**src/rtl/irq_req_controller_if.sv**
```systemverilog
// Core-side request/acknowledge handshake of the interrupt request controller.
//   master : controller side (drives irq_out, irq_id_o, in_service_o)
//   slave  : core side (drives trap_ack_i, mret_i)
//   irq_out      registered request into the decoder irq_in
//   irq_id_o     ID of the requesting or in-service source
//   in_service_o high while a handler is active
//   trap_ack_i   one-cycle pulse, trap taken for the current request
//   mret_i       one-cycle pulse, handler returned
interface irq_req_controller_if #(
  parameter int unsigned ID_W = 3
);
  logic            irq_out;
  logic [ID_W-1:0] irq_id_o;
  logic            in_service_o;
  logic            trap_ack_i;
  logic            mret_i;

  modport master (
    output irq_out,
    output irq_id_o,
    output in_service_o,
    input  trap_ack_i,
    input  mret_i
  );

  modport slave (
    input  irq_out,
    input  irq_id_o,
    input  in_service_o,
    output trap_ack_i,
    output mret_i
  );
endinterface

```
**src/rtl/irq_req_controller.sv**
```systemverilog
// Interrupt request front-end feeding the control decoder irq_in.
// Synchronises NUM_SRC async lines, tracks pending state (level or rising
// edge per EDGE_MASK), masks with per-source/global enables, picks the lowest
// index and holds the request until trap_ack, then blocks until mret.
// Ports:
//   clk, rst        core clock, async active-high reset
//   irq_src         raw asynchronous interrupt lines
//   irq_en_i        per-source enable mask
//   global_ie_i     global interrupt enable
//   pending_o       registered pending vector
//   bus (master)    irq_out / irq_id_o / in_service_o / trap_ack_i / mret_i
// Optional macro IRQ_COUNT_EN adds irq_count_clr_i (sync clear) and
// irq_count_o (saturating count of accepted trap acks).
module irq_req_controller #(
  parameter int unsigned        NUM_SRC     = 8,
  parameter int unsigned        SYNC_STAGES = 2,
  parameter logic [NUM_SRC-1:0] EDGE_MASK   = '0
) (
  input  logic                 clk,
  input  logic                 rst,
  input  logic [NUM_SRC-1:0]   irq_src,
  input  logic [NUM_SRC-1:0]   irq_en_i,
  input  logic                 global_ie_i,
  output logic [NUM_SRC-1:0]   pending_o,
  irq_req_controller_if.master bus
`ifdef IRQ_COUNT_EN
  ,
  input  logic                 irq_count_clr_i,
  output logic [31:0]          irq_count_o
`endif
);

  localparam int unsigned ID_W = $clog2(NUM_SRC);

  typedef enum logic [1:0] {
    IDLE    = 2'd0,
    REQ     = 2'd1,
    SERVICE = 2'd2
  } state_t;

  logic [SYNC_STAGES-1:0][NUM_SRC-1:0] sync_q;
  logic [NUM_SRC-1:0] line_q;
  logic [NUM_SRC-1:0] prev_q;
  logic [NUM_SRC-1:0] pending_q;
  logic [NUM_SRC-1:0] pending_n;
  logic [NUM_SRC-1:0] rise;
  logic [NUM_SRC-1:0] clr;
  logic [NUM_SRC-1:0] cand;
  logic [ID_W-1:0]    win_id;
  logic               win_any;
  logic               accept;

  state_t          state_q, state_n;
  logic            irq_q, irq_n;
  logic [ID_W-1:0] id_q, id_n;
  logic            svc_q, svc_n;

  // Input synchronisers; line_q retimes the last stage so that level and
  // edge paths both observe the same settled sample one cycle later.
  always_ff @(posedge clk or posedge rst) begin
    if (rst) begin
      sync_q <= '0;
      line_q <= '0;
      prev_q <= '0;
    end else begin
      sync_q[0] <= irq_src;
      for (int s = 1; s < int'(SYNC_STAGES); s++) sync_q[s] <= sync_q[s-1];
      line_q <= sync_q[SYNC_STAGES-1];
      prev_q <= line_q;
    end
  end

  assign rise   = line_q & ~prev_q;
  assign accept = (state_q == REQ) && bus.trap_ack_i;
  assign clr    = accept ? (NUM_SRC'(1) << id_q) : '0;

  // Pending update: level follows the line; edge is sticky, set beats clear.
  always_comb begin
    pending_n = '0;
    for (int i = 0; i < int'(NUM_SRC); i++) begin
      if (EDGE_MASK[i]) pending_n[i] = rise[i] | (pending_q[i] & ~clr[i]);
      else              pending_n[i] = line_q[i];
    end
  end

  always_ff @(posedge clk or posedge rst) begin
    if (rst) pending_q <= '0;
    else     pending_q <= pending_n;
  end

  assign cand = pending_q & irq_en_i & {NUM_SRC{global_ie_i}};

  // Fixed priority: scanning downwards leaves the lowest set index.
  always_comb begin
    win_id  = '0;
    win_any = |cand;
    for (int i = int'(NUM_SRC) - 1; i >= 0; i--) begin
      if (cand[i]) win_id = ID_W'(i);
    end
  end

  // State and registered outputs.
  always_ff @(posedge clk or posedge rst) begin
    if (rst) begin
      state_q <= IDLE;
      irq_q   <= 1'b0;
      id_q    <= '0;
      svc_q   <= 1'b0;
    end else begin
      state_q <= state_n;
      irq_q   <= irq_n;
      id_q    <= id_n;
      svc_q   <= svc_n;
    end
  end

  // Next state; in REQ the ack is checked before withdrawal so it wins.
  always_comb begin
    state_n = state_q;
    irq_n   = 1'b0;
    id_n    = id_q;
    svc_n   = svc_q;
    case (state_q)
      IDLE: begin
        svc_n = 1'b0;
        if (win_any) begin
          state_n = REQ;
          irq_n   = 1'b1;
          id_n    = win_id;
        end
      end
      REQ: begin
        if (bus.trap_ack_i) begin
          state_n = SERVICE;
          svc_n   = 1'b1;
        end else if (!cand[id_q]) begin
          state_n = IDLE;
        end else begin
          irq_n = 1'b1;
        end
      end
      SERVICE: begin
        if (bus.mret_i) begin
          state_n = IDLE;
          svc_n   = 1'b0;
        end
      end
      default: begin
        state_n = IDLE;
        svc_n   = 1'b0;
      end
    endcase
  end

  assign pending_o        = pending_q;
  assign bus.irq_out      = irq_q;
  assign bus.irq_id_o     = id_q;
  assign bus.in_service_o = svc_q;

`ifdef IRQ_COUNT_EN
  // Saturating count of accepted acks; clear has priority.
  always_ff @(posedge clk or posedge rst) begin
    if (rst)                                     irq_count_o <= '0;
    else if (irq_count_clr_i)                    irq_count_o <= '0;
    else if (accept && (irq_count_o != '1))      irq_count_o <= irq_count_o + 32'd1;
  end
`endif

endmodule

```
**src/flat_wrapper.sv**
```systemverilog
// flat-port wrapper written by rule: the top's interface ports become plain ports
module irq_req_controller_flat 
#(
  parameter int unsigned        NUM_SRC     = 8,
  parameter int unsigned        SYNC_STAGES = 2,
  parameter logic [NUM_SRC-1:0] EDGE_MASK   = '0
)
  (clk, rst, irq_src, irq_en_i, global_ie_i, pending_o, bus_irq_out, bus_irq_id_o, bus_in_service_o, bus_trap_ack_i, bus_mret_i);
  irq_req_controller_if #(.ID_W(3)) bus_i ();
  input  logic clk;
  input  logic rst;
  input  logic [NUM_SRC-1:0] irq_src;
  input  logic [NUM_SRC-1:0] irq_en_i;
  input  logic global_ie_i;
  output logic [NUM_SRC-1:0] pending_o;
  output wire logic [$bits(bus_i.irq_out)-1:0] bus_irq_out;
  output wire logic [$bits(bus_i.irq_id_o)-1:0] bus_irq_id_o;
  output wire logic [$bits(bus_i.in_service_o)-1:0] bus_in_service_o;
  input wire logic [$bits(bus_i.trap_ack_i)-1:0] bus_trap_ack_i;
  input wire logic [$bits(bus_i.mret_i)-1:0] bus_mret_i;
  assign bus_irq_out = bus_i.irq_out;
  assign bus_irq_id_o = bus_i.irq_id_o;
  assign bus_in_service_o = bus_i.in_service_o;
  assign bus_i.trap_ack_i = bus_trap_ack_i;
  assign bus_i.mret_i = bus_mret_i;
  irq_req_controller #(.NUM_SRC(NUM_SRC), .SYNC_STAGES(SYNC_STAGES), .EDGE_MASK(EDGE_MASK)) u_core (.clk(clk), .rst(rst), .irq_src(irq_src), .irq_en_i(irq_en_i), .global_ie_i(global_ie_i), .pending_o(pending_o), .bus(bus_i));
endmodule
```
**config.mk**
```make
export PLATFORM = sky130hd
export DESIGN_NAME = irq_req_controller_flat
export DESIGN_NICKNAME = d
export VERILOG_FILES = /design/src/rtl/irq_req_controller_if.sv /design/src/rtl/irq_req_controller.sv /design/src/flat_wrapper.sv
export SDC_FILE = /design/constraint.sdc
export NUM_CORES = 1
export LEC_CHECK = 0
export CORE_MARGIN = 4
export CORE_UTILIZATION = 46
export DETAILED_ROUTE_END_ITERATION = 6
export PLACE_DENSITY = 0.76
export SYNTH_ARGS = -nofsm -noshare
export SYNTH_HDL_FRONTEND = slang
export SYNTH_SLANG_ARGS = --single-unit
```
**constraint.sdc**
```tcl
create_clock -name clk -period 2 [get_ports clk]
set_input_delay 0.6 -clock clk [delete_from_list [all_inputs] [get_ports clk]]
set_output_delay 0.6 -clock clk [all_outputs]
set_load 0.02 [all_outputs]
```
Word-level counts from Yosys, hierarchy flattened
Index checks and enable logic that the tools add are counted.
{"block": "word_totals", "ff_bits": 39}
{"block": "classes", "reduce_logical": 5, "n_bitwise": 2, "mux": 22, "order_cmp": 1, "n_eq_ne": 6}
{"op": "two-way mux 3 bit", "count": 8}
{"op": "AND 8 bit", "count": 2}
{"op": "two-way mux 2 bit", "count": 4}
{"op": "OR reduction 8 bit", "count": 1}
{"op": "two-way mux 1 bit", "count": 6}
{"op": "one-hot mux 2 bit (3 select lines)", "count": 1}
{"op": "< comparator 3 x 4 -> 1 bit, second input constant", "count": 1}
{"op": "inequality test 2 bit, second input constant", "count": 2}
{"op": "one-hot mux 1 bit (2 select lines)", "count": 2}
{"op": "AND reduction 2 bit", "count": 2}
{"op": "binary-select mux 1 bit (select 3 bit)", "count": 1}
{"op": "inequality test 3 bit, second input constant", "count": 1}
{"op": "AND reduction 3 bit", "count": 1}
{"op": "equality test 2 x 1 -> 1 bit, second input constant", "count": 1}
{"op": "equality test 2 bit, second input constant", "count": 1}
{"op": "zero test 2 bit", "count": 1}
{"op": "inequality test 2 x 1 -> 1 bit, second input constant", "count": 1}

Depth between registers and ports, before layout
{"block": "logic_depth", "ltp_word": 10, "ltp_mapped": 4, "mapped_depth_nobuf": 4}

Worst setup path after synthesis
Ideal clock, no wire load.
{"block": "synth_timing", "kind": "input to register", "from": "in irq_en_i[3]", "to": "reg u_core.irq_q (netlist: u_core.bus.irq_out)", "t_arrival_ps": 1558, "setup_slack_ps": 326, "stages": 4, "setup_ps": 116, "required_ps": 1884, "path_cell_list": "nand2_1 > mux4_2 > or3_1 > o311ai_0"}
{"block": "synth_between", "elab_chain_len": 7, "word_cells_on_any_way": 9, "cone_classes": "6 x mux; 2 x bitwise; 1 x reduce/logical"}
{"item": "start: declaration", "line": "flat_wrapper.sv:13", "rtl": "input logic [NUM_SRC-1:0] irq_en_i;"}
{"item": "AND 8 bit * (2 in a row)", "line": "irq_req_controller.sv:91", "rtl": "assign cand = pending_q & irq_en_i & {NUM_SRC{global_ie_i}};"}
{"item": "binary-select mux 1 bit (select 3 bit)", "line": "irq_req_controller.sv:136", "rtl": "end else if (!cand[id_q]) begin"}
{"item": "two-way mux 1 bit (implied by the code)", "line": "irq_req_controller.sv:136"}
{"item": "two-way mux 1 bit", "line": "irq_req_controller.sv:136"}
{"item": "two-way mux 1 bit", "line": "irq_req_controller.sv:133", "rtl": "if (bus.trap_ack_i) begin"}
{"item": "one-hot mux 1 bit (2 select lines) *", "line": "irq_req_controller.sv:123", "rtl": "case (state_q)"}
{"item": "named net u_core.irq_n", "line": "irq_req_controller.sv:54", "rtl": "logic irq_q, irq_n;"}
{"item": "end signal: assignment", "line": "irq_req_controller.sv:111", "rtl": "irq_q <= irq_n;"}
{"item": "end: declaration", "line": "irq_req_controller.sv:54"}
Mark *: on every way through the listed nets, which the timed path passes. The rest lies on a longest branch. The select of a mux whose other input is x is not followed.
A chain may end at the register's enable or synchronous reset.

Worst setup path in the final report
{"block": "layout_timing", "from": "reg u_core.pending_q[5] (netlist: u_core.pending_o[5])", "to": "out pending_o[5]"}
{"item": "start: declaration", "line": "irq_req_controller.sv:44", "rtl": "logic [NUM_SRC-1:0] pending_q;"}
{"item": "start signal: assignment", "line": "irq_req_controller.sv:88", "rtl": "else pending_q <= pending_n;"}
{"item": "end: declaration", "line": "flat_wrapper.sv:15", "rtl": "output logic [NUM_SRC-1:0] pending_o;"}
No word-level cell between the ends.

==> flow_summary.yaml <==
worst_setup_path:
  cp.required_ps: 1400
  endpoint_kind: "output pin"
  cp_max_fo: 3
  critical_path_class: "register to output pin"
  regToRegSetupSlack_ps: 400
  reg2reg_to: "u_core.bus.irq_out$_DFF_PP0_"
  reg2reg_depth: 4
  crit_slowest_cell: "clkdlybuf4s50_1"
  crit_chain: "clkdlybuf4s50_1"
  crit_arrival_ps: 1340
  worst-path-buf-inv: 1
  setup.worst_path.start_class: "register"
  critical-path-max-stage-delay_ps: 620
  crit_family: "buffers and inverters"
  r2r_start: "u_core.bus.irq_id_o[0]$_DFFE_PP0P_"
yosys:
  synth_compound_area_frac: 0.102
  postSynthCellCount: 86
  synth_top_area_share: 0.762
  synthAdderAreaFrac: 0
  synthArstFlopShare: 1.00
  synth_top_family_by_area: "compound AO/OA/AOI/OAI gates"
  synth_top_cell_by_area: "dfrtp_1"
  synth.most_common_cell: "dfrtp_1"
  synth_top_flop_cell: "dfrtp_1"
  synth.net_count: 107
  ys_seq_area_frac: 0.762
  synthXorXnorAreaFrac: 0
  synth_edf_count: 0
  synth_area_per_cell_um2: 14.9
  synthMuxAreaShare: 0.0459
  synth_area_leaders: "dfrtp_1 (76%), nand2_1 (3.8%), mux4_1 (2.1%)"
  ys_types: 25
  yosysWarnings: 0
  synth-seq-cells: 39
  synth_simple_gate_area_frac: 0.0791
  syn_area_um2: 1280
  synth_commonest_cells: "dfrtp_1 (39), nand2_1 (13), a21oi_1 (5)"
finish:
  diodes: 0
  n_fill_cell: 192
  nNetsFinal: 157
  postLayoutCoreUtil: 0.702
  seq_area_um2: 976
  multi_input_area_um2: 290
  synthToLayoutAreaGrowth_pct: 40.7
  drive_gt1_frac: 0.147
route:
  via_per_inst: 5.31
  drc: 0
  drtIter0Drc: 25
  routed_wl_mm: 2.43
  vias: 882
  firstDrtPassIters: 4
  wl_per_cell_um: 14.6
  ant_nets: 0
cts:
  ctsRootBufferMaster: "clkbuf_4"
  clk_path_buf_depth: 2
  htree_levels: 2
  numCtsBuffers: 5
  cts_tree: "built"
  post_cts_buffers: 0
  clock_latency_ps: 340
  clk_pin_slew_ps: 100
  cts_sinks: 39
global_route:
  grtUsageTotal: 0.156
  grt_pass1_vias: 896
  antenna_found_initial: 0
  grt_pass1_wl_mm: 3.94
  grt_max_degree: 40
  overflow: 0
floorplan:
  core_area_um2: 2570
  dieArea_um2: 3690
  ios: 34
  die_h_um: 60.8
  rows: 18
  start_util: 0.499
  die_w_um: 60.8
sta:
  setup_viol: 0
  skew_ps: 4.21
  fin_crit_ps: 1940
  report.final.hold_viol_count: 0
  setup_slack_ps: 55.8
  worst-slew-pin-transition_ps: 458
  slew_violations: 0
  fin_crit_sh: 0.972
  maxSlewHeadroom: 0.695
  rsz0062_at_grt: "false"
  fmax_ghz: 0.514
hold_path:
  min_to: "u_core.line_q[5]$_DFF_PP0_"
  hold_depth: 0
  worstHoldStart: "u_core.sync_q[13]$_DFF_PP0_"
  hp-class: "register to register"
power:
  p_leak_nw: 0.846
  ir_worst_vdd_mv: 0.869
  power_mw: 1.75
  powerDensity_nw_per_um2: 969
place:
  dp_slack_ps: -223
  numPortBuffers: 33
  gp_congestion: 0.815
  dp_hpwl_mm: 1.86
run:
  maxCapViolCount: 0
status:
  status: "finished, final reports clean"
==> kinds of logic after synthesis <==
| logic type | Yosys count |
|---|---|
| multiplexers | 3 |
| buffers and inverters | 4 |
| flip-flops | 39 |
| AND/OR/NAND/NOR | 22 |
| AO/OA/AOI/OAI | 18 |
==> area by class of cell <==
cell class,count,area share
multi-input cells,43,0.161
flip-flops and latches,39,0.541
clock buffers,5,0.0208
repair buffers,43,0.227
well taps,30,0.0208
clock inverters,2,0.0208
inverters,4,0.00833
==> sequential cells by signal, indices dropped and copies added (netlist names) <==
name and count:
u_core.bus.in_service_o 1, u_core.bus.irq_id_o 3, u_core.pending_o 8, u_core.sync_q 16, u_core.bus.irq_out 1, u_core.line_q 8
u_core.state_q 2
==> report_power, final <==
group | total, mW | switching [mW] | leakage (nW) | internal, mW
logic | 0.335 | 0.164 | 0.347 | 0.171
registers | 0.915 | 0.0518 | 0.462 | 0.863
clock network | 0.497 | 0.241 | 0.0373 | 0.256
total | 1.75 | 0.456 | 0.846 | 1.29
==> worst reg2reg max path: cells and delay by family, from the launching register on <==
kind | cells | cell delay [ps]
simple gates | 1 | 360
buf+inv | 1 | 80
compound gates | 1 | 120
mux | 1 | 480
flops | 1 | 440
==> metrics by stage <==
stage | TNS [ps] | hold WS, ps | std cells | instance area, µm²
5_1_grt | 0 | 367 | 166 | 1800
4_1_cts | 0 | 360 | 166 | 1800
2_1_floorplan | 0 | 331 | 86 | 1280
3_5_place_dp | -479 | 335 | 159 | 1720
3_3_place_gp | -338 | 332 | 159 | 1720
6_report | 0 | 356 | 166 | 1800
==> layer usage <==
metal	up-vias	share of wire	GRT usage
met5	-	0	0
met4	0	0.024	0.0805
met1	427	0.36	0.153
li1	405	-	-
met3	6	0.077	0.0638
met2	44	0.54	0.281
==> worst max path at each step <==
| stage | start | to | slack [ps] | cells after the start |
|---|---|---|---|---|
| finish | u_core.pending_o[5]$_DFF_PP0_ | pending_o[5] | 60 | 1 |
| detailed placement | irq_en_i[2] | u_core.bus.irq_out$_DFF_PP0_ | -220 | 5 |
| global placement | irq_en_i[2] | u_core.state_q[0]$_DFFE_PP0P_ | -160 | 5 |
| CTS | u_core.pending_o[2]$_DFF_PP0_ | pending_o[2] | 10 | 1 |
| floorplan | irq_en_i[3] | u_core.bus.irq_out$_DFF_PP0_ | 330 | 4 |
| global route | u_core.pending_o[5]$_DFF_PP0_ | pending_o[5] | 2 | 1 |
==> layout by cell type (no fill, tap or decap), types with 2 or more instances in the layout <==
cell type / Yosys / layout
nand2_1: 13 / 13
clkbuf_4: 0 / 5
o311ai_0: 3 / 3
a21o_1: 2 / 2
buf_4: 0 / 10
dlygate4sd2_1: 0 / 3
dfrtp_1: 39 / 39
clkdlybuf4s50_1: 0 / 27
nor2_1: 2 / 2
a21oi_1: 5 / 5
inv_1: 3 / 3
dlymetal6s2s_1: 0 / 3
a22o_1: 2 / 2
==> repair_timing <==
item	4_1_cts	5_1_grt
cloned	0	0
hold buffers	0	0
endpoints found under the setup margin	3	3
resized for setup	3	3
pin swaps	0	0
No activity file was read; power rests on OpenSTA's default activity.
